<file path="src/rtl/run_controller.sv">
// rtl/run_controller.sv - program loader and run supervisor for the 9-bit core
module run_controller #(
  parameter int instr_width  = 9,
  parameter int imem_depth   = 256,
  parameter int start_cycles = 2,
  parameter int max_cycles   = 50000
) (
  input  logic                            clk,
  input  logic                            rst_n,
  input  logic                            load_valid,
  output logic                            load_ready,
  input  logic [instr_width-1:0]          load_data,
  input  logic                            load_last,
  output logic                            imem_we,
  output logic [$clog2(imem_depth)-1:0]   imem_addr,
  output logic [instr_width-1:0]          imem_wdata,
  output logic [$clog2(imem_depth):0]     prog_len,
  input  logic                            go,
  output logic                            start,
  input  logic                            halt,
  output logic                            busy,
  output logic                            done,
  output logic                            timeout,
  output logic [15:0]                     cycle_count
);

  localparam int ia_w = $clog2(imem_depth);
  localparam int sc_w = (start_cycles > 1) ? $clog2(start_cycles) : 1;

  typedef enum logic [2:0] {IDLE, LOAD, READY, START, RUN, DONE} state_e;

  state_e                 state_q, state_d;
  logic [ia_w-1:0]        wr_ptr_q, wr_ptr_d;
  logic [ia_w:0]          prog_len_q, prog_len_d;
  logic                   loaded_q, loaded_d;
  // term_q blocks load_ready for the single cycle after a load ends
  logic                   term_q, term_d;
  logic                   we_q, we_d;
  logic [ia_w-1:0]        addr_q, addr_d;
  logic [instr_width-1:0] wdata_q, wdata_d;
  logic [sc_w-1:0]        sc_q, sc_d;
  logic [15:0]            cnt_q, cnt_d;
  logic                   timeout_q, timeout_d;

  logic                   accept_state;
  logic                   beat;
  logic [ia_w-1:0]        addr_cur;

  // Output decode from the state register so reset clears start at once
  always_comb begin
    accept_state = (state_q == IDLE) || (state_q == LOAD) ||
                   (state_q == READY) || (state_q == DONE);
    load_ready   = accept_state && !term_q;
    beat         = load_valid && load_ready;
    addr_cur     = (state_q == LOAD) ? wr_ptr_q : '0;
    start        = (state_q == START);
    busy         = (state_q == LOAD) || (state_q == START) || (state_q == RUN);
    done         = (state_q == DONE);
  end

  assign imem_we     = we_q;
  assign imem_addr   = addr_q;
  assign imem_wdata  = wdata_q;
  assign prog_len    = prog_len_q;
  assign timeout     = timeout_q;
  assign cycle_count = cnt_q;

  // Next-state: a load beat always takes priority over go
  always_comb begin
    state_d    = state_q;
    wr_ptr_d   = wr_ptr_q;
    prog_len_d = prog_len_q;
    loaded_d   = loaded_q;
    term_d     = 1'b0;
    we_d       = 1'b0;
    addr_d     = addr_q;
    wdata_d    = wdata_q;
    sc_d       = sc_q;
    cnt_d      = cnt_q;
    timeout_d  = timeout_q;
    if (beat) begin
      we_d     = 1'b1;
      addr_d   = addr_cur;
      wdata_d  = load_data;
      wr_ptr_d = addr_cur + ia_w'(1);
      if (state_q != LOAD) begin
        loaded_d  = 1'b0;
        timeout_d = 1'b0;
        cnt_d     = '0;
      end
      if (load_last || (addr_cur == ia_w'(imem_depth - 1))) begin
        state_d    = READY;
        prog_len_d = {1'b0, addr_cur} + (ia_w+1)'(1);
        loaded_d   = 1'b1;
        term_d     = 1'b1;
      end else begin
        state_d = LOAD;
      end
    end else begin
      case (state_q)
        READY, DONE: begin
          if (go && loaded_q) begin
            state_d   = START;
            sc_d      = '0;
            cnt_d     = '0;
            timeout_d = 1'b0;
          end
        end
        START: begin
          if (sc_q == sc_w'(start_cycles - 1)) begin
            state_d = RUN;
          end else begin
            sc_d = sc_q + sc_w'(1);
          end
        end
        RUN: begin
          if (halt) begin
            state_d = DONE;
          end else if (cnt_q == 16'(max_cycles - 1)) begin
            cnt_d     = 16'(max_cycles);
            timeout_d = 1'b1;
            state_d   = DONE;
          end else begin
            cnt_d = cnt_q + 16'd1;
          end
        end
        default: ;
      endcase
    end
  end

  // State and datapath registers
  always_ff @(posedge clk or negedge rst_n) begin
    if (!rst_n) begin
      state_q    <= IDLE;
      wr_ptr_q   <= '0;
      prog_len_q <= '0;
      loaded_q   <= 1'b0;
      term_q     <= 1'b0;
      we_q       <= 1'b0;
      addr_q     <= '0;
      wdata_q    <= '0;
      sc_q       <= '0;
      cnt_q      <= '0;
      timeout_q  <= 1'b0;
    end else begin
      state_q    <= state_d;
      wr_ptr_q   <= wr_ptr_d;
      prog_len_q <= prog_len_d;
      loaded_q   <= loaded_d;
      term_q     <= term_d;
      we_q       <= we_d;
      addr_q     <= addr_d;
      wdata_q    <= wdata_d;
      sc_q       <= sc_d;
      cnt_q      <= cnt_d;
      timeout_q  <= timeout_d;
    end
  end

endmodule

</file>
<file path="config.mk">
export PLATFORM = sky130hd
export DESIGN_NAME = run_controller
export DESIGN_NICKNAME = d
export VERILOG_FILES = /design/src/rtl/run_controller.sv
export SDC_FILE = /design/constraint.sdc
export NUM_CORES = 1
export LEC_CHECK = 0
export CAP_MARGIN = 20
export CORE_UTILIZATION = 41
export DETAILED_ROUTE_END_ITERATION = 8
export PLACE_DENSITY = 0.67
export SLEW_MARGIN = 20
export SYNTH_ARGS = -nofsm -noshare
export SYNTH_HDL_FRONTEND = slang
export SYNTH_SLANG_ARGS = --single-unit
</file>
<file path="constraint.sdc">
create_clock -name clk -period 5.1 [get_ports clk]
set_input_delay 1.02 -clock clk [delete_from_list [all_inputs] [get_ports clk]]
set_output_delay 1.02 -clock clk [all_outputs]
set_load 0.02 [all_outputs]
</file>
=== Word-level counts from Yosys, hierarchy flattened ===
Index checks and enable logic that the tools add are counted.

* Flip-flop bits (word level): 58
* Bits of input ports: 15

* Add/subtract/negate cells: 4
* Equality and inequality tests: 15
* Mux-type cells: 26
* Bitwise operators: 1
* Reductions and logical operators: 22

{| class="wikitable"
|+ Operators by type and width
! cell !! number
|-
| two-way mux 16 bit || 5
|-
| case mux 16 bit (2 select lines) || 1
|-
| adder 16 x 1 -> 16 bit, second input constant || 1
|-
| == test 16 bit, second input constant || 1
|-
| two-way mux 3 bit || 5
|-
| two-way mux 1 bit || 10
|-
| adder 8 x 1 -> 9 bit, second input constant || 1
|-
| case mux 3 bit (3 select lines) || 1
|-
| adder 8 x 1 -> 8 bit, second input constant || 1
|-
| == test 8 bit, second input constant || 1
|-
| two-way mux 8 bit || 1
|-
| AND reduction 4 bit || 2
|-
| == test 3 x 2 -> 1 bit, second input constant || 2
|-
| == test 3 bit, second input constant || 2
|-
| logical OR 1 bit || 6
|-
| inequality test 3 x 1 -> 1 bit, second input constant || 2
|-
| inequality test 3 bit, second input constant || 2
|-
| AND reduction 5 bit || 1
|-
| inequality test 4 x 3 -> 1 bit, second input constant || 1
|-
| case mux 1 bit (2 select lines) || 2
|-
| AND reduction 2 bit || 2
|-
| nonzero test 2 bit || 2
|-
| nonzero test 4 bit || 1
|-
| == test 3 x 1 -> 1 bit, second input constant || 1
|-
| other kinds (12) || 14
|}

=== Depth between registers and ports, before layout ===
* Depth after elaboration: 8
* Gate-level depth with buffers: 10
* Mapped depth without buffers: 8

=== Least setup slack after synthesis ===
OpenSTA, ideal clock, no wires.

* Kind: register to register
* Start: reg state_q[2]
* End: reg prog_len_q[2], in the netlist prog_len[2]
* Library setup time: 0.135 ns
* Data arrival time: 2.288 ns
* Data required time: 4.965 ns
* Slack: 2.677 ns
* Cell stages (with the launch flop): 11
* Clock period less this slack: 2.423 ns
* Cells stage by stage: dfrtp_1 -> clkbuf_1 -> nor3b_1 -> and2_1 -> ha_1 -> inv_1 -> nor4_2 -> o21ai_2 -> clkbuf_1 -> nand2_1 -> o21ai_0

{| class="wikitable"
|+ RTL lines
! element !! line !! text
|-
| from (decl) || 32 || <nowiki>state_e state_q, state_d;</nowiki>
|-
| from (signal assigned) || 147 || <nowiki>state_q <= state_d;</nowiki>
|-
| == test 3 x 1 -> 1 bit * || 55 || <nowiki>addr_cur = (state_q == LOAD) ? wr_ptr_q : '0;</nowiki>
|-
| two-way mux 8 bit * || 55 ||
|-
| net addr_cur[0] || 47 || <nowiki>logic [ia_w-1:0] addr_cur;</nowiki>
|-
| parallel branches: the longest is 3 deep, another holds adder 8 x 1 -> 9 bit || n/a ||
|-
| to (signal assigned) || 149 || <nowiki>prog_len_q <= prog_len_d;</nowiki>
|-
| to (decl) || 34 || <nowiki>logic [ia_w:0] prog_len_q, prog_len_d;</nowiki>
|}

Mark *: on every way through the listed nets, which the timed path passes.
A chain may end at the register's enable or synchronous reset.

=== Worst setup path after layout ===
* Start: reg state_q[2]
* End: out busy

* Word-level cells in the longest chain between the ends: 3

{| class="wikitable"
|+ RTL lines
! element !! line !! text
|-
| == test 3 x 1 -> 1 bit / == test 3 x 2 -> 1 bit (equally long branches) || 57 || <nowiki>busy = (state_q == LOAD) || (state_q == START) || (state_q == RUN);</nowiki>
|-
| logical OR 1 bit || 57 ||
|-
| logical OR 1 bit * || 57 ||
|-
| to (decl) || 21 || <nowiki>output logic busy,</nowiki>
|}

Mark *: on every way between the ends. The rest lies on a longest branch, timed or not.

==> impl_metrics.json <==
{
  "p_per_area_nw_per_um2": 443,
  "power.static_leakage_nw": 1.53,
  "postSynthAreaPerCell_um2": 8.97,
  "dpl_worst_slack_ns": 1.42,
  "ios": 63,
  "grt_usage": 0.198,
  "dpl.hpwl_um": 4540,
  "fillers": 657,
  "outcome": "finished clean",
  "p_total_mw": 1.65,
  "tritoncts": "yes",
  "clkTransAtPathRegs_ns": 0.06,
  "arrival_ns": 2.30,
  "drive_above_1_share": 0.0701,
  "die_w_um": 86.1,
  "multi_input_area_um2": 1330,
  "maxCapViolations": 0,
  "row_count": 30,
  "yosys.area.top_type_share": 0.501,
  "yosysTopAreaCell": "dfrtp_1",
  "ys_seq_area_frac": 0.501,
  "insertion_delay_ns": 0.33,
  "synth_flop_cell": "dfrtp_1",
  "num_antenna_cells": 0,
  "layout.nets": 397,
  "numCtsBuffers": 9,
  "start_util": 0.427,
  "most-common-layout-cells": "nand2_1, clkdlybuf4s50_1, dfrtp_1",
  "clockRootBuffer": "clkbuf_8",
  "grt_max_degree": 59,
  "die_height_um": 86.1,
  "post_cts_resized": 0,
  "drt_iter0_drc": 156,
  "ys_seq_elements": 58,
  "clkSinkCount": 58,
  "antenna_left": 0,
  "synth_edf_count": 0,
  "cts_setup_buffers": 0,
  "end_kind": "primary output",
  "synth.net_count": 340,
  "hold_buffers": 0,
  "tightest_slew_ns": 0.996,
  "clockBufferDepth": 2,
  "synth_area_um2": 2900,
  "htree_num_levels": 3,
  "path_class": "register to primary output",
  "wire_per_inst_um": 14.2,
  "instances_no_fill": 481,
  "core_um2": 6790,
  "mostFrequentLayoutCell": "nand2_1",
  "dr.pass1.iters": 4,
  "wl_um": 6810,
  "max_freq_mhz": 302,
  "grt_pass1_vias": 2381,
  "yosysUniqueCellTypes": 48,
  "setup_viol": 0,
  "grt_pass1_wl_um": 11300,
  "crit_required_ns": 4.08,
  "ir_drop_uv": 314,
  "synth.area.top_cells": "dfrtp_1, nand2_1, o21ai_0",
  "place_inst": 465,
  "setup_tns_ns": 0,
  "crit_fanout": 16,
  "synthArstFlopShare": 1.00,
  "grt_overflow": 0,
  "drc": 0,
  "syn_to_final_growth_pct": 28.3,
  "gp_congestion": 0.803,
  "antenna_found_initial": 0,
  "die_area_um2": 7410,
  "hold_path.class": "register to register",
  "report.final.hold_viol_count": 0,
  "slew_violations": 0,
  "vias": 2567,
  "seq_area_um2": 1450,
  "vias_per_cell": 5.34,
  "rsz0062_at_grt": "false",
  "cp-start-kind": "register",
  "setup_ws_ns": 1.78,
  "fin_crit_sh": 0.650,
  "fin_skew_ns": 0.00780,
  "port_buffers": 62,
  "slew_headroom": 0.330,
  "netlist_instances": 323,
  "yosysWarnings": 0,
  "final.min_clock_period_ns": 3.32
}
kinds of logic (layout without fill, tap and decap cells):
kind of cell	Yosys count	count (layout)	share of synthesized area
AOI/OAI and AO/OA	78	78	0.165
xor gates and xnor gates	5	5	0.0151
adders and majority gates	2	2	0.00863
buffers and inverters	25	87	0.0419
DFF	58	58	0.501
muxes	6	6	0.0229
and+or+nand+nor	149	149	0.245
routing by layer:
metal,routed length (µm),share of wire,up-vias,GRT usage
met3,440,0.065,12,0.0452
met4,125,0.018,0,0.0924
li1,-,-,1256,-
met1,3240,0.48,1213,0.271
met5,0,0,-,0
met2,3010,0.44,86,0.297
metrics by stage:
step / hold slack, ns / instance area [µm²] / utilization
2_1_floorplan: 0.460 / 2900 / -
3_3_place_gp: 0.461 / 3550 / 0.523
3_5_place_dp: 0.467 / 3550 / 0.523
4_1_cts: 0.486 / 3720 / 0.547
5_1_grt: 0.506 / 3720 / 0.547
6_report: 0.481 / 3720 / 0.547
state kept, by name, summed over array words and instances, names as in the netlist:
| register | flops |
|---|---|
| prog_len | 9 |
| loaded_q | 1 |
| imem_addr | 8 |
| cycle_count | 16 |
| timeout | 1 |
| imem_wdata | 9 |
| wr_ptr_q | 8 |
| state_q | 3 |
| imem_we | 1 |
| sc_q | 1 |
| term_q | 1 |
area by class of cell:
| class | instances | share of cell area |
|---|---|---|
| clock buffers | 13 | 0.0401 |
| inverters | 7 | 0.00707 |
| clock inverters | 3 | 0.00404 |
| flip-flops and latches | 58 | 0.390 |
| repair buffers | 64 | 0.170 |
| multi-input cells | 240 | 0.356 |
| well taps | 96 | 0.0323 |
worst max-delay path, cell delays in order, from the launching register on:
cell and delay [ns]:
dfrtp_1 0.62, or3b_1 0.53, o21ai_0 0.16, clkdlybuf4s50_1 0.65
final timing paths:
path | startpoint | endpoint | slack (ns) | cells past startpoint
max in group asynchronous | rst_n | cycle_count[13]$_DFFE_PN0P_ | 3.78 | 2
worst min-delay path | imem_addr[6]$_DFFE_PN0N_ | imem_addr[6]$_DFFE_PN0N_ | 0.48 | 2
min in group asynchronous | rst_n | prog_len[7]$_DFFE_PN0P_ | 0.84 | 2
worst max-delay path | state_q[2]$_DFFE_PN0P_ | busy | 1.78 | 3
worst min register to register | imem_addr[6]$_DFFE_PN0N_ | imem_addr[6]$_DFFE_PN0N_ | 0.48 | 2
worst max register to register | cycle_count[7]$_DFFE_PN0P_ | state_q[1]$_DFFE_PN0P_ | 2.18 | 4
cells in the mapped netlist, types with 4 or more instances:
master / count
nand4_1: 8
a21oi_1: 9
nor3_1: 7
dfrtp_1: 58
clkbuf_1: 7
o31ai_1: 9
nor2_1: 21
mux2_2: 5
o21ai_0: 24
inv_1: 7
o21ai_1: 18
nand3_1: 14
and2_1: 4
buf_2: 7
nand2_1: 72
power breakdown:
group          internal (mW)  total, mW  switching (mW)
Combinational          0.265      0.631           0.365
Clock                  0.188      0.365           0.177
Sequential             0.549      0.652           0.103
Total                   1.00       1.65           0.645
Note: power is estimated with default switching activity, not from simulation.
